[src/rtl/wptr_full_ctrl_pkg.sv]
// Shared FIFO pointer helpers: Gray/binary conversion used by both the write-side
// and read-side pointer controllers.
package wptr_full_ctrl_pkg;

    localparam int MAX_PTR_W = 32;

    typedef logic [MAX_PTR_W-1:0] ptr_word_t;

    function automatic ptr_word_t bin2gray(input ptr_word_t bin);
        return bin ^ (bin >> 1);
    endfunction

    // Each binary bit is the XOR of all Gray bits at or above it.
    function automatic ptr_word_t gray2bin(input ptr_word_t gray);
        ptr_word_t bin;
        for (int i = 0; i < MAX_PTR_W; i++) begin
            bin[i] = ^(gray >> i);
        end
        return bin;
    endfunction

endpackage

[src/rtl/wptr_full_ctrl_gray2bin.sv]
// Combinational Gray-to-binary converter of configurable width.
module gray2bin #(
    parameter int WIDTH = 6
) (
    input  logic [WIDTH-1:0] gray,
    output logic [WIDTH-1:0] bin
);

    always_comb begin
        bin = '0;
        for (int i = 0; i < WIDTH; i++) begin
            bin[i] = ^(gray >> i);
        end
    end

endmodule

[src/rtl/wptr_full_ctrl.sv]
// Write-side pointer and flag controller of an asynchronous FIFO: binary/Gray write
// pointer, full / almost-full / level flags and a sticky overflow flag.
module wptr_full_ctrl
    import wptr_full_ctrl_pkg::*;
#(
    parameter int PTR_WIDTH    = 5,
    parameter int AFULL_THRESH = 28
) (
    input  logic                 wr_clk_i,
    input  logic                 rst_i,
    input  logic                 wr_en_i,
    input  logic                 clr_ovf_i,
    input  logic [PTR_WIDTH:0]   rp2wp_gray_i,
    output logic                 wr_accept_o,
    output logic [PTR_WIDTH-1:0] waddr_o,
    output logic [PTR_WIDTH:0]   wptr_gray_o,
    output logic                 full_o,
    output logic                 almost_full_o,
    output logic [PTR_WIDTH:0]   wr_level_o,
    output logic                 overflow_o
);

    localparam int PW = PTR_WIDTH + 1;
    localparam logic [PW-1:0] AFULL_LVL = PW'(AFULL_THRESH);

    logic [PW-1:0] wbin;
    logic [PW-1:0] wbin_next;
    logic [PW-1:0] wgray_next;
    logic [PW-1:0] rbin;
    logic [PW-1:0] rgray_full_cmp;
    logic [PW-1:0] level_next;
    logic          full_next;
    logic          afull_next;

    // Handshake: wr_en_i is the producer's request and wr_accept_o marks the cycles in
    // which the write really happens; a request while full is dropped and flagged.
    assign wr_accept_o = wr_en_i & ~full_o;
    assign waddr_o     = wbin[PTR_WIDTH-1:0];

    gray2bin #(
        .WIDTH (PW)
    ) u_rptr_g2b (
        .gray (rp2wp_gray_i),
        .bin  (rbin)
    );

    // Full when the write pointer is exactly one lap ahead: in Gray code that is the
    // read pointer with its two top bits inverted.
    always_comb begin
        wbin_next      = wbin + PW'(wr_accept_o);
        wgray_next     = PW'(bin2gray(MAX_PTR_W'(wbin_next)));
        rgray_full_cmp = {~rp2wp_gray_i[PW-1:PW-2], rp2wp_gray_i[PW-3:0]};
        full_next      = (wgray_next == rgray_full_cmp);
        level_next     = wbin_next - rbin;
        afull_next     = (level_next >= AFULL_LVL);
    end

    always_ff @(posedge wr_clk_i or posedge rst_i) begin
        if (rst_i) begin
            wbin          <= '0;
            wptr_gray_o   <= '0;
            full_o        <= 1'b0;
            almost_full_o <= 1'b0;
            wr_level_o    <= '0;
            overflow_o    <= 1'b0;
        end else begin
            wbin          <= wbin_next;
            wptr_gray_o   <= wgray_next;
            full_o        <= full_next;
            almost_full_o <= afull_next;
            wr_level_o    <= level_next;
            // A new overflow wins over a concurrent clear.
            if (wr_en_i && full_o) begin
                overflow_o <= 1'b1;
            end else if (clr_ovf_i) begin
                overflow_o <= 1'b0;
            end
        end
    end

endmodule

[config.mk]
export PLATFORM = sky130hd
export DESIGN_NAME = wptr_full_ctrl
export DESIGN_NICKNAME = d
export VERILOG_FILES = /design/src/rtl/wptr_full_ctrl_pkg.sv /design/src/rtl/wptr_full_ctrl_gray2bin.sv /design/src/rtl/wptr_full_ctrl.sv
export SDC_FILE = /design/constraint.sdc
export NUM_CORES = 1
export LEC_CHECK = 0
export CAP_MARGIN = 20
export CORE_MARGIN = 2
export CORE_UTILIZATION = 65
export CTS_CLUSTER_SIZE = 8
export DETAILED_ROUTE_END_ITERATION = 8
export DONT_BUFFER_PORTS = 1
export GPL_TIMING_DRIVEN = 0
export PLACE_DENSITY = 0.92
export SLEW_MARGIN = 20
export SYNTH_ARGS = -nofsm -noshare
export SYNTH_HDL_FRONTEND = slang
export SYNTH_SLANG_ARGS = --single-unit
export TNS_END_PERCENT = 50
[constraint.sdc]
create_clock -name wr_clk_i -period 9 [get_ports wr_clk_i]
set_input_delay 1.35 -clock wr_clk_i [delete_from_list [all_inputs] [get_ports wr_clk_i]]
set_output_delay 1.35 -clock wr_clk_i [all_outputs]
set_load 0.005 [all_outputs]
==> results of run 1 <==
-- per-stage QoR --
| stage | hold slack (ps) | power [mW] | instance area (um2) | setup slack, ps |
|---|---|---|---|---|
| detailed placement | 542 | 0.482 | 1190 | 4850 |
| global route | 592 | 0.580 | 1220 | 5010 |
| global placement | 530 | 0.465 | 1190 | 4910 |
| CTS | 561 | 0.536 | 1220 | 5180 |
| finish | 558 | 0.532 | 1220 | 5190 |
| floorplan | 494 | 0.427 | 1160 | 5060 |
-- worst max-delay path, stage by stage --
cell and delay [ps]:
nor2b_1 240, ha_1 190, buf_2 180, xor2_1 400, ha_1 310, nor2b_1 150, o31a_2 320, or4b_1 470
nand4_1 110, xnor2_1 90, a31o_1 190
-- flip-flops by register name, summed over array words and instances (netlist names) --
register	count
wbin	6
wr_level_o	6
almost_full_o	1
wptr_gray_o	5
overflow_o	1
full_o	1
-- per-layer routing --
metal,GRT usage [%],part of all wire [%]
met1,22.0,41
met2,32.2,49
met3,7.06,7.9
met4,10.3,1.6
met5,0,0
-- synth_stat cells, drive strengths merged (2+ instances only) --
cell and n:
nor2b 3, a21oi 4, buf 5, nand3 2
nor2 2, xor2 12, nand4 4, o211ai 2
xnor2 13, inv 7, o21a 2, ha 6
dfrtp 20, nand2 5
-- worst min-delay path by stage --
stage | startpoint | end | slack, ps | depth (start not counted)
finish | overflow_o | overflow_o | 560 | 2
floorplan | full_o | overflow_o | 490 | 2
global placement | full_o | overflow_o | 530 | 2
CTS | overflow_o | overflow_o | 560 | 2
detailed placement | full_o | overflow_o | 540 | 2
global route | overflow_o | overflow_o | 590 | 2
-- power groups by stage --
stage / sequential, mW / combinational (mW) / clock, mW
floorplan: 0.168 / 0.259 / 0
global placement: 0.173 / 0.292 / 0
detailed placement: 0.175 / 0.307 / 0
CTS: 0.173 / 0.311 / 0.0528
global route: 0.178 / 0.345 / 0.0576
finish: 0.171 / 0.308 / 0.0525
-- kinds of logic (layout without fill, tap and decap cells) --
logic type               Yosys count  in the layout  synth area share, %
flip-flops                        20             20                 43.2
adder cells (fa/ha/maj)            7              7                 8.22
buffers and inverters             12             16                 6.81
AND/OR/NAND/NOR                   21             21                 11.2
XOR/XNOR                          25             25                 21.2
multiplexers                       1              1                0.865
AO/OA/AOI/OAI                     14             14                 8.43
-- layout make-up --
class                   instances  area [um2]  area share (%)
inverters                       7        28.8            2.35
clock buffers                   4        36.3            2.96
flip-flops and latches         20         500            40.9
multi-input cells              68         578            47.2
well taps                      25        31.3            2.55
plain buffers                   5        50.0            4.09
==> run_results.csv, run 1 <==
group,metric,value,unit
logic_synthesis,ys_types,32,
power,peakVddDrop,0.229,mV
route,post_drt_via_cell_ratio,5.50,
clock_tree,cts_buffers,3,
sta,fmax,263,MHz
power,pwr-share-clk,9.9,%
clock_tree,hold_buffers,0,
clock_tree,h-tree-depth,1,
final_layout,final_layout_size_suffix_gt1_share,13.5,%
sta,finalClockSkew,7.50,ps
route,dr.pass1.iters,4,
clock_tree,cts_max_path_buffers,2,
route,drt-initial-drc-count,5,
power,leakage,0.527,nW
logic_synthesis,synth_warnings,0,
placement,place_congestion,0.802,
logic_synthesis,synth_fp_nets,117,
clock_tree,clock_sinks,20,
placement,place_hpwl,1450,um
sta,max_slew.worst_pin.slew,728,ps
die,start_util,67.8,%
setup_path,crit_arrival,4010,ps
setup_path,cp_max_fo,7,
global_routing,overflow,0,
final_layout,area.growth.synth_to_final,5.84,%
logic_synthesis,avgSynthCellArea,11.6,um2
die,dieArea,2130,um2
final_layout,fillCellCount,124,
clock_tree,cts_tree,"done",
clock_tree,clock-root-buffer,"clkbuf_4",
global_routing,grt_pass1_wl,2900,um
logic_synthesis,synth_area_leaders,"dfrtp_1, xnor2_1, xor2_1",
die,die_x,46.2,um
power,p_sw,0.229,mW
placement,port_buffers,0,
final_layout,final_cells,129,
sta,fin_crit_sh,42.3,%
logic_synthesis,syn_inst,100,
route,num_vias,709,
logic_synthesis,synthesis.area,1160,um2
setup_path,cp-startpoint,"wr_en_i",
route,drc,0,
setup_path,crit_path_start_kind,"primary input",
final_layout,final_common_cell,"dfrtp_1",
placement,dp_cells,125,
setup_path,r2r_setup_slack,5800,ps
flow_run,cap_violations,0,
global_routing,antenna_found_initial,0,
route,routed_wl,1880,um
setup_path,crit_type,"in -> reg",
logic_synthesis,synth_top_area_share,43.2,%
die,io_pins,31,
power,power.share.combinational,57.9,%
logic_synthesis,synth_seq_cells,20,
sta,rsz0062_at_grt,"no",
route,wl_per_cell,14.6,um
final_layout,layout_common_cells,"dfrtp_1, xnor2_1, xor2_1",
sta,setup_viol,0,
clock_tree,clk_latency,300,ps
setup_path,timing.rr.end,"almost_full_o",
global_routing,grt_pass1_vias,691,
power,sw_frac_of_total,43.0,%
clock_tree,cts_resized,0,
setup_path,endpoint,"almost_full_o",
clock_tree,postCtsSetupRepairBufs,0,
final_layout,post-route-util,71.7,%
logic_synthesis,yosysSeqAreaShare,43.2,%
power,seqPwrFrac,32.2,%
logic_synthesis,yosysTopAreaCell,"dfrtp_1",
die,coreArea,1710,um2
power,powerDensity,434,nW/um2
logic_synthesis,synth-edff-count,0,
global_routing,grt_max_degree,21,
route,final_antenna_net_count,0,
clock_tree,clkSlewWorstSetupHoldPaths,110,ps
sta,maxSlewHeadroom,51.4,%
setup_path,endpoint_kind,"flip-flop",
logic_synthesis,ys.flop_type,"dfrtp_1",
die,die_h,46.2,um
setup_path,reg2regPathDepth,11,
worst_hold_path,hp-class,"reg -> reg",
sta,hold_viol_final,0,
sta,maxSlewViolCount,0,
final_layout,n_antenna_cell,0,
die,rows,15,
final_layout,nets,122,
global_routing,grt_usage,19.6,%
power,p_int,0.303,mW
sta,layout_min_cycle_time,3810,ps
setup_path,required,9200,ps
sta,finalSetupTns,0,ps
logic_synthesis,synthArstFlopShare,100,%
status,status,"completed",
setup_path,rr_startpoint,"full_o",
Note: power is estimated with default switching activity, not from simulation.
==> inputs of run 2 (changes only) <==
Settings changed: CORE_UTILIZATION 65 to 55, PLACE_DENSITY 0.92 to 0.84.
Clock period 9 ns to 3.2 ns, I/O delays scaled along.
==> run 2 against run 1 <==
Against the previous run: sequential share of layout area fell by 0.78 points; total power rose to 2.8 times the previous value; sequential cell count is the same; register-to-register slack worse by 5600 ps; worst hold slack worse by 370 ps; combinational power increased to 2.9 times the previous value; non-clock buffer count unchanged; wire length rose by 3.5%; die area grew 17%; first-iteration DRC count unchanged; cell count rose by 1.6%; setup slack got worse by 5000 ps.
==> run_results.csv, run 2 (synthesis gave the netlist of run 1 again) <==
group,metric,value,unit
die,die_x,49.9,um
sta,maxSlewViolCount,0,
power,powerDensity,1210,nW/um2
final_layout,final-seq-area,500,um2
die,coreArea,1980,um2
power,peakVddDrop,0.643,mV
sta,fmax,335,MHz
route,routed_wl,1950,um
sta,maxSlewHeadroom,49.7,%
final_layout,final_layout_size_suffix_gt1_share,15.4,%
route,dr.max_layer_used,"met4",
clock_tree,cts_tree,"done",
final_layout,final_common_cell,"dfrtp_1",
placement,port_buffers,0,
die,dieArea,2490,um2
global_routing,grt_pass1_vias,776,
setup_path,endpoint_kind,"flip-flop",
sta,rsz0062_at_grt,"no",
placement,place_hpwl,1530,um
setup_path,cp_max_fo,7,
clock_tree,cts_resized,1,
clock_tree,cts_max_path_buffers,2,
clock_tree,cts_buffers,3,
sta,setup_viol,0,
placement,place_congestion,0.760,
global_routing,grt_usage,18.2,%
setup_path,reg2regPathDepth,11,
sta,whs,193,ps
final_layout,reg_top3,"wbin: 6 flops, wr_level_o: 6 flops, wptr_gray_o: 5 flops",
route,wl_per_cell,14.9,um
power,leakage,0.531,nW
setup_path,crit_type,"reg -> reg",
final_layout,fillCellCount,166,
sta,max_slew.worst_pin.slew,754,ps
route,final_antenna_net_count,0,
sta,fin_crit_sh,93.4,%
global_routing,antenna_found_initial,0,
clock_tree,clock_sinks,20,
clock_tree,h-tree-depth,1,
worst_hold_path,hp-class,"in -> async",
route,met2_wirelength,1010,um
flow_run,cap_violations,0,
global_routing,grt_pass1_wl,3410,um
sta,hold_viol_final,0,
die,io_pins,31,
clock_tree,clock-root-buffer,"clkbuf_4",
die,rows,16,
setup_path,crit_path_start_kind,"flip-flop",
route,wirelength_met1,773,um
sta,layout_min_cycle_time,2990,ps
final_layout,nets,122,
clock_tree,clk_latency,290,ps
final_layout,layout_common_cells,"dfrtp_1, xnor2_1, xor2_1",
route,dr.pass1.iters,3,
sta,finalClockSkew,7.47,ps
route,drt-initial-drc-count,5,
route,drc,0,
route,post_drt_via_cell_ratio,5.44,
placement,dpl_cell_area,1190,um2
global_routing,grt_max_degree,21,
final_layout,final_area,1250,um2
final_layout,n_antenna_cell,0,
setup_path,required,3390,ps
final_layout,area.growth.synth_to_final,7.89,%
clock_tree,postCtsSetupRepairBufs,0,
clock_tree,clkSlewWorstSetupHoldPaths,110,ps
setup_path,crit_arrival,3180,ps
status,status,"completed",
final_layout,multiInputGateArea,599,um2
die,start_util,58.4,%
clock_tree,hold_buffers,0,
route,wl_met3,154,um
global_routing,overflow,0,
route,num_vias,712,
die,die_h,49.9,um
[run 2: where the power goes]
group	switching, mW	internal [mW]
Combinational	0.478	0.404
Sequential	0.0930	0.391
Clock	0.0736	0.0693
Total	0.645	0.864
[run 2: stage by stage]
| step | setup TNS, ps | instances | power, mW | utilization [%] | worst slack, ps |
|---|---|---|---|---|---|
| 2_1_floorplan | 0 | 100 | 1.20 | - | 127 |
| 3_3_place_gp | -50.9 | 127 | 1.31 | 60.1 | -50.9 |
| 3_5_place_dp | -149 | 127 | 1.35 | 60.1 | -149 |
| 4_1_cts | 0 | 131 | 1.52 | 62.3 | 33.9 |
| 5_1_grt | 0 | 131 | 1.65 | 63.0 | 11.8 |
| 6_report | 0 | 131 | 1.51 | 63.0 | 212 |
[run 2: layout make-up]
cell class,instances,share of cell area [%]
Multi-Input combinational cell,68,48.0
Sequential cell,20,40.1
Buffer,5,4.01
Clock buffer,4,2.91
Tap cell,27,2.71
Inverter,7,2.30
[run 2: worst max-delay path: stages, from the launching register on]
cell,delay [ps]
dfrtp_1,440
nor2b_2,210
ha_1,180
buf_2,230
xor2_4,240
ha_1,260
nor2b_1,140
o31a_2,320
or4b_1,470
nand4_1,120
xnor2_1,90
a31o_1,190
[run 2: routing by layer]
layer,up-vias,global-route usage (%)
li1,342,-
met1,340,21.2
met2,28,31.8
met3,2,5.76
met4,0,5.56
met5,-,0
[run 2: path summary, 6_finish.rpt]
kind	start	end	slack, ps
setup / recovery	full_o	almost_full_o	210
hold reg to reg	overflow_o	overflow_o	580
hold / removal	rst_i	wbin[0]	190
max in group asynchronous	rst_i	wr_level_o[2]	2530
setup reg to reg	full_o	almost_full_o	210
min in group wr_clk_i	clr_ovf_i	overflow_o	300
